$ cat config.mk
export PLATFORM = sky130hd
export DESIGN_NAME = idex_hazard_ctrl
export DESIGN_NICKNAME = d
export VERILOG_FILES = /design/src/rtl/idex_hazard_ctrl_pkg.sv /design/src/rtl/idex_hazard_ctrl_sat_counter.sv /design/src/rtl/idex_hazard_ctrl.sv
export SDC_FILE = /design/constraint.sdc
export NUM_CORES = 1
export LEC_CHECK = 0
export ABC_CLOCK_PERIOD_IN_PS = 5700
export BUFFER_PORTS_ARGS = -buffer_cell sky130_fd_sc_hd__clkbuf_2
export CORE_MARGIN = 1
export CORE_UTILIZATION = 45
export CTS_CLUSTER_DIAMETER = 120
export CTS_CLUSTER_SIZE = 25
export DETAILED_ROUTE_END_ITERATION = 10
export GPL_TIMING_DRIVEN = 0
export MAX_ROUTING_LAYER = met4
export PLACE_DENSITY = 0.73
export SLEW_MARGIN = 20
export SYNTH_ARGS = -nofsm -noshare
export SYNTH_HDL_FRONTEND = slang
export SYNTH_SLANG_ARGS = --single-unit
$ cat constraint.sdc
create_clock -name clk -period 5.7 [get_ports clk]
set_clock_uncertainty 0.2 [all_clocks]
set_input_delay 0.57 -clock clk [delete_from_list [all_inputs] [get_ports clk]]
set_output_delay 0.57 -clock clk [all_outputs]
set_load 0.03 [all_outputs]
$ cat src/rtl/idex_hazard_ctrl_pkg.sv
// rtl/idex_hazard_ctrl_pkg.sv - shared types and constants for the pipeline sequencing controller
package idex_hazard_ctrl_pkg;

  localparam int REG_ID_W = 3;

  // Opcode field the IF/ID latch loads when flushed.
  localparam logic [4:0] NOP_OPCODE = 5'b00001;

  typedef enum logic [1:0] {
    ST_RUN      = 2'd0,
    ST_LU_STALL = 2'd1,
    ST_MEM_WAIT = 2'd2,
    ST_HALTED   = 2'd3
  } ctrl_state_e;

  typedef struct packed {
    logic pc_en;
    logic ifid_en;
    logic ifid_flush;
    logic idex_en;
    logic idex_bubble;
    logic exmem_en;
    logic memwb_en;
  } pipe_ctrl_t;

  localparam pipe_ctrl_t PC_RESET  = '{1'b0, 1'b0, 1'b1, 1'b0, 1'b1, 1'b0, 1'b0};
  localparam pipe_ctrl_t PC_RUN    = '{1'b1, 1'b1, 1'b0, 1'b1, 1'b0, 1'b1, 1'b1};
  localparam pipe_ctrl_t PC_FREEZE = '{1'b0, 1'b0, 1'b0, 1'b0, 1'b0, 1'b0, 1'b0};
  localparam pipe_ctrl_t PC_BUBBLE = '{1'b0, 1'b0, 1'b0, 1'b1, 1'b1, 1'b1, 1'b1};
  localparam pipe_ctrl_t PC_BRANCH = '{1'b1, 1'b1, 1'b1, 1'b1, 1'b1, 1'b1, 1'b1};
  localparam pipe_ctrl_t PC_DRAIN  = '{1'b0, 1'b0, 1'b0, 1'b0, 1'b0, 1'b1, 1'b1};

endpackage

$ cat src/rtl/idex_hazard_ctrl_sat_counter.sv
// rtl/idex_hazard_ctrl_sat_counter.sv - width-parameterised saturating up-counter with sync clear
module sat_counter #(
  parameter int W = 16
) (
  input  logic         clk_i,
  input  logic         clr_n_i,
  input  logic         inc_i,
  output logic [W-1:0] count_o
);

  logic [W-1:0] cnt_q;
  logic [W-1:0] cnt_d;

  always_comb begin
    cnt_d = cnt_q;
    if (inc_i && (cnt_q != {W{1'b1}})) begin
      cnt_d = cnt_q + W'(1);
    end
  end

  always_ff @(posedge clk_i) begin
    if (!clr_n_i) begin
      cnt_q <= '0;
    end else begin
      cnt_q <= cnt_d;
    end
  end

  assign count_o = cnt_q;

endmodule

$ cat src/rtl/idex_hazard_ctrl.sv
// rtl/idex_hazard_ctrl.sv - PC/IF/ID/EX/MEM/WB latch sequencing: load-use stall, mem freeze, flush, halt
module idex_hazard_ctrl
  import idex_hazard_ctrl_pkg::*;
#(
  parameter int LU_STALL_CYCLES = 1,
  parameter int CNT_W           = 16
) (
  input  logic                clk,
  input  logic                rst,
  input  logic [REG_ID_W-1:0] id_rs,
  input  logic [REG_ID_W-1:0] id_rt,
  input  logic                id_use_rs,
  input  logic                id_use_rt,
  input  logic                ex_valid,
  input  logic                ex_mem_read,
  input  logic [REG_ID_W-1:0] ex_rd,
  input  logic                ex_branch_taken,
  input  logic                ex_halt,
  input  logic                mem_busy,
  output logic                pc_en,
  output logic                ifid_en,
  output logic                ifid_flush,
  output logic                idex_en,
  output logic                idex_bubble,
  output logic                exmem_en,
  output logic                memwb_en,
  output logic [1:0]          ctrl_state,
  output logic [CNT_W-1:0]    stall_cnt
);

  localparam logic [1:0] LU_LOAD = 2'(LU_STALL_CYCLES - 1);
  localparam bit         LU_MULTI = (LU_STALL_CYCLES > 1);

  ctrl_state_e state_q, state_d;
  logic [1:0]  lu_cnt_q, lu_cnt_d;
  pipe_ctrl_t  ctrl;
  logic        hazard;

  assign hazard = ex_valid & ex_mem_read &
                  ((id_use_rs & (id_rs == ex_rd)) | (id_use_rt & (id_rt == ex_rd)));

  always_comb begin
    ctrl     = PC_RUN;
    state_d  = state_q;
    lu_cnt_d = lu_cnt_q;
    case (state_q)
      ST_RUN: begin
        if (mem_busy) begin
          ctrl    = PC_FREEZE;
          state_d = ST_MEM_WAIT;
        end else if (ex_halt) begin
          ctrl    = PC_BUBBLE;
          state_d = ST_HALTED;
        end else if (ex_branch_taken) begin
          ctrl = PC_BRANCH;
        end else if (hazard) begin
          ctrl     = PC_BUBBLE;
          lu_cnt_d = LU_LOAD;
          state_d  = LU_MULTI ? ST_LU_STALL : ST_RUN;
        end
      end
      ST_LU_STALL: begin
        if (mem_busy) begin
          ctrl    = PC_FREEZE;
          state_d = ST_MEM_WAIT;
        end else if (ex_halt) begin
          ctrl     = PC_BUBBLE;
          lu_cnt_d = 2'd0;
          state_d  = ST_HALTED;
        end else if (ex_branch_taken) begin
          // The bubbled instruction is on the wrong path anyway; drop the rest of the stall.
          ctrl     = PC_BRANCH;
          lu_cnt_d = 2'd0;
          state_d  = ST_RUN;
        end else begin
          ctrl     = PC_BUBBLE;
          lu_cnt_d = lu_cnt_q - 2'd1;
          if (lu_cnt_q <= 2'd1) begin
            state_d = ST_RUN;
          end
        end
      end
      ST_MEM_WAIT: begin
        if (mem_busy) begin
          ctrl = PC_FREEZE;
        end else begin
          ctrl    = PC_RUN;
          state_d = (lu_cnt_q != 2'd0) ? ST_LU_STALL : ST_RUN;
        end
      end
      default: begin
        ctrl = PC_DRAIN;
      end
    endcase
    if (!rst) begin
      ctrl = PC_RESET;
    end
  end

  always_ff @(posedge clk) begin
    if (!rst) begin
      state_q  <= ST_RUN;
      lu_cnt_q <= 2'd0;
    end else begin
      state_q  <= state_d;
      lu_cnt_q <= lu_cnt_d;
    end
  end

  assign pc_en       = ctrl.pc_en;
  assign ifid_en     = ctrl.ifid_en;
  assign ifid_flush  = ctrl.ifid_flush;
  assign idex_en     = ctrl.idex_en;
  assign idex_bubble = ctrl.idex_bubble;
  assign exmem_en    = ctrl.exmem_en;
  assign memwb_en    = ctrl.memwb_en;
  assign ctrl_state  = rst ? state_q : ST_RUN;

  sat_counter #(
    .W(CNT_W)
  ) u_stall_cnt (
    .clk_i   (clk),
    .clr_n_i (rst),
    .inc_i   (~ctrl.pc_en),
    .count_o (stall_cnt)
  );

endmodule

==> out/summary.txt <==
Status - finished, final reports clean
CTS hold repair buffers - 0
Via/cell ratio - 5.64
DRT Wirelength - 3.03 mm
Post-route cell area - 0.00152 mm^2
Critical path's largest stage delay - 460 ps
Worst Path Max Fanout - 10
Fin crit share - 49.8%
CP required - 4930 ps
Final ANT Viol Nets - 0
Initial Util - 49.1%
Final hold viol count - 0
Final setup violation count - 0
Worst Hold Depth - 2
FF-to-FF Start - u_stall_cnt.count_o[0]
Peak VDD IR - 0.205 mV
Post-place instance area - 0.00150 mm^2
Unrepaired setup endpoints after global routing - no
Core area - 0.00254 mm^2
Initial antenna violation count - 0
Cts bufs inserted - 3
Critical path launch point type - flop
Total GRT Usage - 23.7%
Pin count of the biggest net entering global routing - 11
Clock Tree Buf Depth - 2
Hold Crit Class - reg2reg
DR iter-0 viols - 18
Actual slew at the worst max-slew pin - 496 ps
Setup CP Type - reg2out
Endpoint class of the critical path - output pin
CTS clk-pin slew, worst paths - 110 ps
Num rows - 18
Most common cell on crit path - buf_4
First-pass GRT wire length - 4.91 mm
Post_cts resized - 0
Width of the die - 54.7 um
H-tree Lvls - 1
Postcts setup bufs - 0
Diode count - 0
Mapped Nets - 172
Register-to-register setup slack - 3220 ps
CTS sink cnt - 20
Worst R2R Path Depth - 9
Maxcap violations - 0
Critical path's slowest cell - or3b_2
Post-synthesis sequential area ratio - 32.1%
Achievable clock frequency - 0.353 GHz
Min Tclk post-route - 2840 ps
Share of cells above drive strength 1 - 30.1%
Worst EP arrival - 2070 ps
Pins Over Slew Limit - 0
Vias post-DR - 1274
Final #Nets - 219
Cells after Synth - 151
Port Buffers - 42
CTS Root Cell - clkbuf_4
Reg-to-Reg End - u_stall_cnt.count_o[1]
Chip Height - 54.7 um
Crit path cell chain - buf_4 > or3b_2 > a21oi_1 > nor3b_1 > inv_1 > buf_4 > clkbuf_2
Mapped Avg Cell Area - 8.27 um^2
DR DRC count - 0
Wire per inst - 13.4 um
Vias in the first global route - 1104
Grt total ovfl - 0
Layout area overhead - 21.6%
P per Cell Area - 188 mW/mm^2
I/O pin cnt - 43
GP Congestion - 0.770
Post-synthesis cell area - 0.00125 mm^2
Die ar. - 0.00299 mm^2
Hold path start - lu_cnt_q[1]
Leakage - 0.603 nW
Worst skew pair latency - 290 ps
YS warnings - 0
Worst Hold End - lu_cnt_q[1]
Max_slew headroom - 66.6%
HPWL after DPL - 2.38 mm
Yosys cell types - 39
Drt first pass iters - 4
Yosys reg bits - 20
CTS tree - done
TNS Setup - 0 ps
## metal layers
metal	routed length, um	up-vias	GRT usage (%)	part of all wire [%]
met1	1340	585	28.3	44
met5	0	-	-	0
li1	-	645	-	-
met3	133	8	3.33	4.4
met4	65	0	8.97	2.1
met2	1500	36	39.8	49
## power breakdown
part / internal (W) / switching, W / leakage (nW) / total [W]
clock network: 0.0000246 / 0.0000416 / 0.0138 / 0.0000662
logic: 0.0000273 / 0.0000441 / 0.427 / 0.0000714
registers: 0.000144 / 0.00000472 / 0.162 / 0.000149
total: 0.000196 / 0.0000904 / 0.603 / 0.000286
## cells in the mapped netlist, drive strengths merged
library cell  instances  share of area [%]
nor2                 10                3.0
or3b                  1               0.70
clkbuf                2               0.60
or2                   2                1.0
and3                  3                1.9
xnor2                 6                4.2
nand4                 6                3.0
inv                   5                1.5
nand2b                7                3.5
nand2                 8                2.6
mux2i                 2                1.6
nand3                10                4.0
o31ai                 7                4.2
nor4b                 1               0.70
nor4                  3                2.0
o211ai                2                1.2
nor3b                 1               0.60
o21bai                1               0.60
nor3                  2                1.2
a311oi                2                2.8
ha                    3                3.0
buf                   6                4.2
o21ai                 6                2.4
or4                   5                3.0
or3                   1               0.50
clkinv                1               0.30
o31a                  1               0.70
dfxtp                20                 32
a21oi                16                6.4
o21a                  1               0.60
and2                  2                1.0
nor2b                 4                2.0
xor2                  4                2.8
## worst max-delay path, delay by kind of cell, from the launching register on
kind	cells	cell delay [ps]
buffers and inverters	4	540
AO/OA/AOI/OAI	1	320
flip-flops	1	320
AND/OR/NAND/NOR	2	590
## how the worst max path moves through the flow
stage / startpoint / to / slack (ps) / cells past startpoint
finish: state_q[1] / pc_en / 2860 / 7
global route: ex_rd[2] / pc_en / 2700 / 8
CTS: state_q[1] / pc_en / 2860 / 7
detailed placement: id_rs[0] / pc_en / 2870 / 8
global placement: ex_rd[0] / pc_en / 2930 / 8
floorplan: ex_halt / pc_en / 3100 / 5
## kinds of logic after synthesis
family / Yosys count / synth area share (%)
compound gates: 36 / 18.9
xor+xnor: 10 / 7.01
fa+ha+maj: 3 / 3.01
buf+inv: 14 / 6.61
flops: 20 / 32.1
mux: 2 / 1.60
simple gates: 66 / 30.8
## final cells by class
type | instances | area (um^2)
Tap cell | 30 | 37.5
Sequential cell | 20 | 400
Clock buffer | 3 | 22.5
Inverter | 6 | 22.5
Buffer | 8 | 60.1
Fill cell | 262 | 1030
Timing Repair Buffer | 42 | 210
Multi-Input combinational cell | 117 | 766
## state kept, by name, indices dropped and copies added, names as in the netlist
signal / cells
lu_cnt_q: 2
u_stall_cnt.count_o: 16
state_q: 2
## layout by cell type (no fill, tap or decap), types with 2 or more instances in the layout
| master | instances |
|---|---|
| o21ai_0 | 6 |
| nand2b_1 | 7 |
| clkbuf_1 | 2 |
| o31ai_1 | 7 |
| xor2_1 | 4 |
| clkbuf_4 | 3 |
| nor2b_1 | 4 |
| nand2_1 | 7 |
| or4_1 | 5 |
| o211ai_1 | 2 |
| a21oi_1 | 16 |
| xnor2_1 | 6 |
| inv_1 | 5 |
| nor4_1 | 2 |
| or2_2 | 2 |
| dfxtp_1 | 20 |
| and2_1 | 2 |
| nor2_1 | 10 |
| ha_1 | 3 |
| clkbuf_2 | 42 |
| and3_1 | 2 |
| buf_4 | 4 |
| buf_6 | 2 |
| nand3_1 | 10 |
| mux2i_1 | 2 |
| nand4_1 | 6 |
## stage by stage
step                      hold slack [ps]  worst slack (ps)  cells  util [%]  power (W)
after global routing                  332              2700    226      59.7   0.000302
after CTS                             289              2860    226      59.7   0.000287
after global placement                268              2930    223      58.8   0.000220
final                                 290              2860    226      59.7   0.000286
after detailed placement              274              2870    223      58.8   0.000223
after floorplan                       254              3100    151         -   0.000200
No activity file was read; power rests on OpenSTA's default activity.
